[config.mk]
export PLATFORM = sky130hd
export DESIGN_NAME = scene_image_renderer
export DESIGN_NICKNAME = d
export VERILOG_FILES = /design/src/rtl/scene_image_renderer_pkg.sv /design/src/rtl/scene_image_renderer_rgb_dimmer.sv /design/src/rtl/scene_image_renderer.sv
export SDC_FILE = /design/constraint.sdc
export NUM_CORES = 1
export LEC_CHECK = 0
export ABC_AREA = 1
export ABC_CLOCK_PERIOD_IN_PS = 3700
export BUFFER_PORTS_ARGS = -buffer_cell sky130_fd_sc_hd__buf_2
export CAP_MARGIN = 40
export CORE_ASPECT_RATIO = 0.5
export CORE_MARGIN = 2
export CORE_UTILIZATION = 25
export DETAILED_ROUTE_END_ITERATION = 8
export PLACE_DENSITY = 0.38
export SYNTH_ARGS = -nofsm -noshare
export SYNTH_HDL_FRONTEND = slang
export SYNTH_SLANG_ARGS = --single-unit
[constraint.sdc]
create_clock -name clk -period 3.7 [get_ports clk]
set_input_delay 0.74 -clock clk [delete_from_list [all_inputs] [get_ports clk]]
set_output_delay 0.74 -clock clk [all_outputs]
set_load 0.05 [all_outputs]
[src/rtl/scene_image_renderer_pkg.sv]
// Shared types and constants for the scene image renderer and the scene mux.
// Holds the fade FSM encoding, the RGB444 and VGA sizes, and the per-channel dim helper.
package scene_image_renderer_pkg;

  localparam int RGB_W    = 12;
  localparam int H_ACTIVE = 640;
  localparam int V_ACTIVE = 480;

  localparam int                  LEVEL_W   = 5;
  localparam logic [LEVEL_W-1:0]  LEVEL_MAX = 5'd16;

  typedef enum logic [1:0] {
    ST_BLACK,
    ST_FADE_IN,
    ST_SHOW,
    ST_FADE_OUT
  } fade_state_e;

  // (c*L)>>4 with L in 0..16; the product never exceeds 8 bits.
  function automatic logic [3:0] dim_channel(input logic [3:0]         c,
                                             input logic [LEVEL_W-1:0] l);
    logic [7:0] prod;
    prod = 8'(c) * 8'(l);
    return 4'(prod >> 4);
  endfunction

endpackage

[src/rtl/scene_image_renderer_rgb_dimmer.sv]
// Combinational RGB444 brightness scaler, out = (c*L)>>4 per channel.
// L=16 passes the colour through unchanged; L=0 gives black.
module rgb_dimmer
  import scene_image_renderer_pkg::*;
(
  input  logic [RGB_W-1:0]   i_rgb,
  input  logic [LEVEL_W-1:0] i_level,
  output logic [RGB_W-1:0]   o_rgb
);

  assign o_rgb = {dim_channel(i_rgb[11:8], i_level),
                  dim_channel(i_rgb[7:4],  i_level),
                  dim_channel(i_rgb[3:0],  i_level)};

endmodule

[src/rtl/scene_image_renderer.sv]
// Full-scene image renderer: VGA position to ROM address, ROM-latency-aligned pixel
// select with chroma key and background, and a frame-synchronous fade state machine.
module scene_image_renderer
  import scene_image_renderer_pkg::*;
#(
  parameter int               IMG_W       = 320,
  parameter int               IMG_H       = 240,
  parameter int               ADDR_W      = 17,
  parameter int               SCALE_SHIFT = 1,
  parameter int               X0          = 0,
  parameter int               Y0          = 0,
  parameter int               MEM_LAT     = 1,
  parameter logic [RGB_W-1:0] KEY_COLOR   = 12'hF0F,
  parameter logic [RGB_W-1:0] BG_COLOR    = 12'h000,
  parameter int               FADE_DIV    = 4
) (
  input  logic              clk,
  input  logic              rst,
  input  logic [9:0]        h_cnt,
  input  logic [9:0]        v_cnt,
  input  logic              valid,
  input  logic              fade_in,
  input  logic              fade_out,
  input  logic [RGB_W-1:0]  mem_data,
  output logic [ADDR_W-1:0] pixel_addr,
  output logic [RGB_W-1:0]  vga_data,
  output logic              busy,
  output logic              done
);

  localparam int               WIN_W    = IMG_W << SCALE_SHIFT;
  localparam int               WIN_H    = IMG_H << SCALE_SHIFT;
  localparam int               DLY      = 1 + MEM_LAT;
  localparam int               DIV_W    = (FADE_DIV > 1) ? $clog2(FADE_DIV) : 1;
  localparam logic [DIV_W-1:0] DIV_LAST = DIV_W'(FADE_DIV - 1);

  // ---------------- address generation ----------------
  int                w_h, w_v, w_sx, w_sy;
  logic              w_in_win;
  logic [ADDR_W-1:0] w_addr;

  assign w_h      = int'(h_cnt);
  assign w_v      = int'(v_cnt);
  assign w_in_win = (w_h >= X0) && (w_h < X0 + WIN_W) &&
                    (w_v >= Y0) && (w_v < Y0 + WIN_H);
  assign w_sx     = (w_h - X0) >>> SCALE_SHIFT;
  assign w_sy     = (w_v - Y0) >>> SCALE_SHIFT;
  assign w_addr   = w_in_win ? ADDR_W'(w_sy * IMG_W + w_sx) : '0;

  // ---------------- pixel pipeline ----------------
  logic [ADDR_W-1:0]  r_pixel_addr;
  logic [DLY-1:0]     r_valid_sr, r_win_sr;
  logic [RGB_W-1:0]   r_vga;
  logic [RGB_W-1:0]   w_pix, w_dim;
  logic [LEVEL_W-1:0] r_level;

  // NOTE: sequential state uses non-blocking (<=) so every register samples pre-edge values.
  always_ff @(posedge clk or posedge rst) begin
    if (rst) begin
      r_pixel_addr <= '0;
      r_valid_sr   <= '0;
      r_win_sr     <= '0;
      r_vga        <= '0;
    end else begin
      r_pixel_addr <= w_addr;
      r_valid_sr   <= {r_valid_sr[DLY-2:0], valid};
      r_win_sr     <= {r_win_sr[DLY-2:0], w_in_win};
      r_vga        <= w_dim;
    end
  end

  // NOTE: assigning a default first in always_comb keeps every path driven, so no latch is inferred.
  always_comb begin
    w_pix = mem_data;
    if (!r_valid_sr[DLY-1]) begin
      w_pix = '0;
    end else if (!r_win_sr[DLY-1] || (mem_data == KEY_COLOR)) begin
      w_pix = BG_COLOR;
    end
  end

  rgb_dimmer u_dimmer (
    .i_rgb   (w_pix),
    .i_level (r_level),
    .o_rgb   (w_dim)
  );

  // ---------------- frame tick ----------------
  logic r_at_origin, r_at_origin_d;
  logic w_tick;

  always_ff @(posedge clk or posedge rst) begin
    if (rst) begin
      r_at_origin   <= 1'b0;
      r_at_origin_d <= 1'b0;
    end else begin
      r_at_origin   <= (h_cnt == 10'd0) && (v_cnt == 10'd0);
      r_at_origin_d <= r_at_origin;
    end
  end

  assign w_tick = r_at_origin && !r_at_origin_d;

  // ---------------- fade FSM ----------------
  fade_state_e        r_state, w_state_nxt;
  logic [LEVEL_W-1:0] w_level_nxt;
  logic [DIV_W-1:0]   r_div, w_div_nxt;
  logic               r_done, w_done_nxt;
  logic               w_step;

  assign w_step = w_tick && (r_div == DIV_LAST);

  always_ff @(posedge clk or posedge rst) begin
    if (rst) begin
      r_state <= ST_BLACK;
      r_level <= '0;
      r_div   <= '0;
      r_done  <= 1'b0;
    end else begin
      r_state <= w_state_nxt;
      r_level <= w_level_nxt;
      r_div   <= w_div_nxt;
      r_done  <= w_done_nxt;
    end
  end

  always_comb begin
    w_state_nxt = r_state;
    w_level_nxt = r_level;
    w_div_nxt   = r_div;
    w_done_nxt  = 1'b0;
    unique case (r_state)
      ST_BLACK: begin
        if (fade_in) w_state_nxt = ST_FADE_IN;
      end
      ST_SHOW: begin
        if (fade_out && !fade_in) w_state_nxt = ST_FADE_OUT;
      end
      ST_FADE_IN: begin
        if (fade_out && !fade_in) begin
          w_state_nxt = ST_FADE_OUT;
        end else if (w_step) begin
          w_div_nxt = '0;
          if (r_level >= LEVEL_MAX - 5'd1) begin
            w_level_nxt = LEVEL_MAX;
            w_state_nxt = ST_SHOW;
            w_done_nxt  = 1'b1;
          end else begin
            w_level_nxt = r_level + 5'd1;
          end
        end else if (w_tick) begin
          w_div_nxt = r_div + DIV_W'(1);
        end
      end
      ST_FADE_OUT: begin
        if (fade_in) begin
          w_state_nxt = ST_FADE_IN;
        end else if (w_step) begin
          w_div_nxt = '0;
          if (r_level <= 5'd1) begin
            w_level_nxt = '0;
            w_state_nxt = ST_BLACK;
            w_done_nxt  = 1'b1;
          end else begin
            w_level_nxt = r_level - 5'd1;
          end
        end else if (w_tick) begin
          w_div_nxt = r_div + DIV_W'(1);
        end
      end
      default: w_state_nxt = ST_BLACK;
    endcase
    // A fresh state always starts counting frames from zero.
    if (w_state_nxt != r_state) w_div_nxt = '0;
  end

  assign pixel_addr = r_pixel_addr;
  assign vga_data   = r_vga;
  assign busy       = (r_state == ST_FADE_IN) || (r_state == ST_FADE_OUT);
  assign done       = r_done;

endmodule

==> metrics.txt <==
status=complete, no violations; Core Region=0.0164 mm^2; largest family of logic cells by synthesized area=simple AND/OR/NAND/NOR gates; Worst Hold Path Cells=0; Hold Vio Cnt, Final=0; critical path depth in cells=21; drt first pass iters=4; remaining routing DRC violations=0; Synth Cell Area=0.00419 mm^2; vias=3734; VDD IR-drop max=0.159 mV; Die Ht=95.5 um; mux cell area share after synthesis=0.239%; warnings from Yosys=0; GPL Wtd Cong=0.795; vias in the first global route=3703; post-cts resize count=0; Setup violations, final=0; Clock Latency Late Sink=0.30 ns; die area=0.0179 mm^2; CTS H-Tree Depth=2; routed wire length=10600 um; Worst Path Buf+Inv=6; total grt overflow=0; FF+latch count, synth=45; CP most frequent cell=nand2_1; CP Max Fanout=7; Worst setup EP type=flop; Total Routing Usage GR=12.8%; Reg power frac=32.3%; CP max stage cell=fa_1; Worst-Margin Slew=0.736 ns; Chip Width=187 um; Antenna Nets Post-Route=0; layout cells sized above 1=22.7%; Net Switching=685 uW; initial DRC count=104; initial antenna violation count=0; clk buf depth=2; Post-synth ARST share=100%; Cell Count Post-Placement=896; Mapped Nets=673; worst setup path category=input port to flop; Initial Util=25.5%; wire length per cell=11.7 um; Layout Nets=779; Reg clk slew, reported paths=0.07 ns; IO Pins=68; Fin Clk Skew=0.0103 ns; Area growth syn-to-layout=25.7%; CP max stage delay=0.53 ns; Synth Area in Adders=22.8%; worst hold path class=flop to flop; Finished Layout Cells=904; internal power=1080 uW; CP required=3.94 ns; Final min period=3.48 ns; average cell area after synthesis=7.34 um^2; Post-synth EDFFs=0; # clock sinks=45; R2R depth=17; Max-slew headroom=50.8%; Syn Inst Count=570; dpl hpwl=8650 um; Final Cycle Share=94.1%; post-CTS setup buffers=0; Pwr per Cell Area=335 mW/mm^2; Slew Viols, Final=0; Post-CTS Hold Buffers=0; Max Cap Violations=0; sum of negative setup slack=0 ns; CP cell instances=buf_2 -> inv_1 -> nand2_1 -> nor2_2 -> nand3_4 -> nand2_2 -> inv_2 -> nand3_1 -> nor2_1 -> fa_1 -> inv_1 -> fa_1 -> inv_1 -> ha_1 -> buf_4 -> nand2_1 -> nor2_1 -> nand3_2 -> nand2_1 -> nand3_1 -> nand2_1; crit-path leading delay family=adder cells; unrepaired setup endpoints after global routing=true; switch share=38.9%; Root Buffer Master=clkbuf_16; TritonCTS clock tree=built; cts bufs inserted=5; Netlist cell types=40; pin count of the biggest net entering global routing=34; Leak=0.00309 uW; n_diodes=0; first-pass GRT wire length=18200 um; clock power share=31.3%; Comb pwr share=36.5%; Main synth FF type=dfrtp_1; port buffer count=67; simple logic cell fraction of the synthesized area=28.9%; data arrival time of the worst path=3.72 ns; Critical Path Source Type=input port; Max Freq=287 MHz; # rows=33; Via density=4.13; Synth Area in XOR/XNOR=2.51%; compound-cell area share of the yosys netlist=7.98%; sequential area share after synthesis=26.9%
## cell usage in the layout, fill, tap and decap left out, types with 5 or more instances in the layout
master / synthesis / final
clkbuf_16: 0 / 5
nor4_1: 5 / 5
buf_4: 2 / 39
xor2_1: 11 / 11
ha_1: 49 / 49
inv_2: 8 / 9
nand2_2: 10 / 10
nor2_2: 5 / 6
fa_1: 17 / 17
buf_2: 2 / 67
nor2_1: 64 / 63
dfrtp_1: 45 / 45
o21ai_0: 17 / 17
nand3_1: 36 / 35
nand4_1: 9 / 9
inv_1: 99 / 98
a21oi_1: 21 / 21
nand2_1: 132 / 132
## metrics by stage
step	total power [uW]	hold WS, ns	worst slack [ns]	utilization (%)	instance area (um^2)
2_1_floorplan	1040	0.331	0.179	-	4190
3_3_place_gp	1230	0.332	-0.196	30.9	5060
3_5_place_dp	1230	0.335	-0.249	30.9	5060
4_1_cts	1800	0.352	0.0771	31.9	5240
5_1_grt	1900	0.366	-0.00733	32.1	5260
6_report	1760	0.348	0.216	32.1	5260
## power by group through the flow
stage / logic [uW] / registers [uW] / clock network [uW]
CTS: 651 / 569 / 580
floorplan: 353 / 689 / 0
finish: 642 / 568 / 551
global route: 727 / 575 / 594
detailed placement: 648 / 578 / 0
global placement: 653 / 578 / 0
## flip-flops by register name, indices dropped and copies added, names as in the netlist
| name | cells |
|---|---|
| pixel_addr | 17 |
| vga_data | 12 |
| r_level | 5 |
| r_div | 2 |
| r_state | 2 |
| r_valid_sr | 2 |
| r_win_sr | 2 |
| done | 1 |
| r_at_origin | 1 |
| r_at_origin_d | 1 |
## kinds of logic (layout without fill, tap and decap cells)
logic type / after synthesis / count (layout)
buffers and inverters: 116 / 223
AND/OR/NAND/NOR: 274 / 274
flip-flops: 45 / 45
multiplexers: 1 / 1
XOR/XNOR: 12 / 12
adder cells (fa/ha/maj): 66 / 66
AO/OA/AOI/OAI: 56 / 56
## Yosys cell counts, types with 2 or more instances
cell type	instances	area [um^2]
nand2_1	132	495
inv_1	99	372
nor2_1	64	240
ha_1	49	613
dfrtp_1	45	1130
nand3_1	36	180
a21oi_1	21	105
fa_1	17	340
o21ai_0	17	85.1
xor2_1	11	96.3
nand2_2	10	62.6
nand4_1	9	56.3
inv_2	8	30.0
nor2_2	5	31.3
nor4_1	5	31.3
nor3_1	4	20.0
o211ai_1	4	30.0
a211oi_1	3	22.5
o21bai_1	3	22.5
buf_2	2	10.0
buf_4	2	15.0
clkbuf_1	2	7.51
nand3_2	2	20.0
nor2_4	2	22.5
o21ai_1	2	10.0
or2_1	2	12.5
## metal layers
| metal | track usage, % | up-vias | wire, um | part of all wire, % |
|---|---|---|---|---|
| li1 | - | 2008 | - | - |
| met1 | 17.0 | 1674 | 5370 | 51 |
| met2 | 22.1 | 44 | 4830 | 46 |
| met3 | 2.10 | 8 | 274 | 2.6 |
| met4 | 2.78 | 0 | 83 | 0.79 |
| met5 | 0 | - | 0 | 0 |
## path summary, 6_finish.rpt
check                         startpoint            end  slack [ns]
max in group asynchronous            rst   vga_data[11]        2.45
setup / recovery             mem_data[6]   vga_data[11]        0.22
setup reg to reg             r_win_sr[1]    vga_data[2]        0.49
hold reg to reg            r_valid_sr[0]  r_valid_sr[1]        0.35
min in group asynchronous            rst  pixel_addr[4]        0.56
hold / removal             r_valid_sr[0]  r_valid_sr[1]        0.35
## cell type report
type / count / area, um^2
Tap cell: 227 / 284
Clock buffer: 5 / 125
Timing Repair Buffer: 106 / 628
Clock inverter: 3 / 50.0
Inverter: 109 / 412
Multi-Input combinational cell: 409 / 2630
Fill cell: 1811 / 11100
Sequential cell: 45 / 1130
Power figures use the tool's default switching activity.
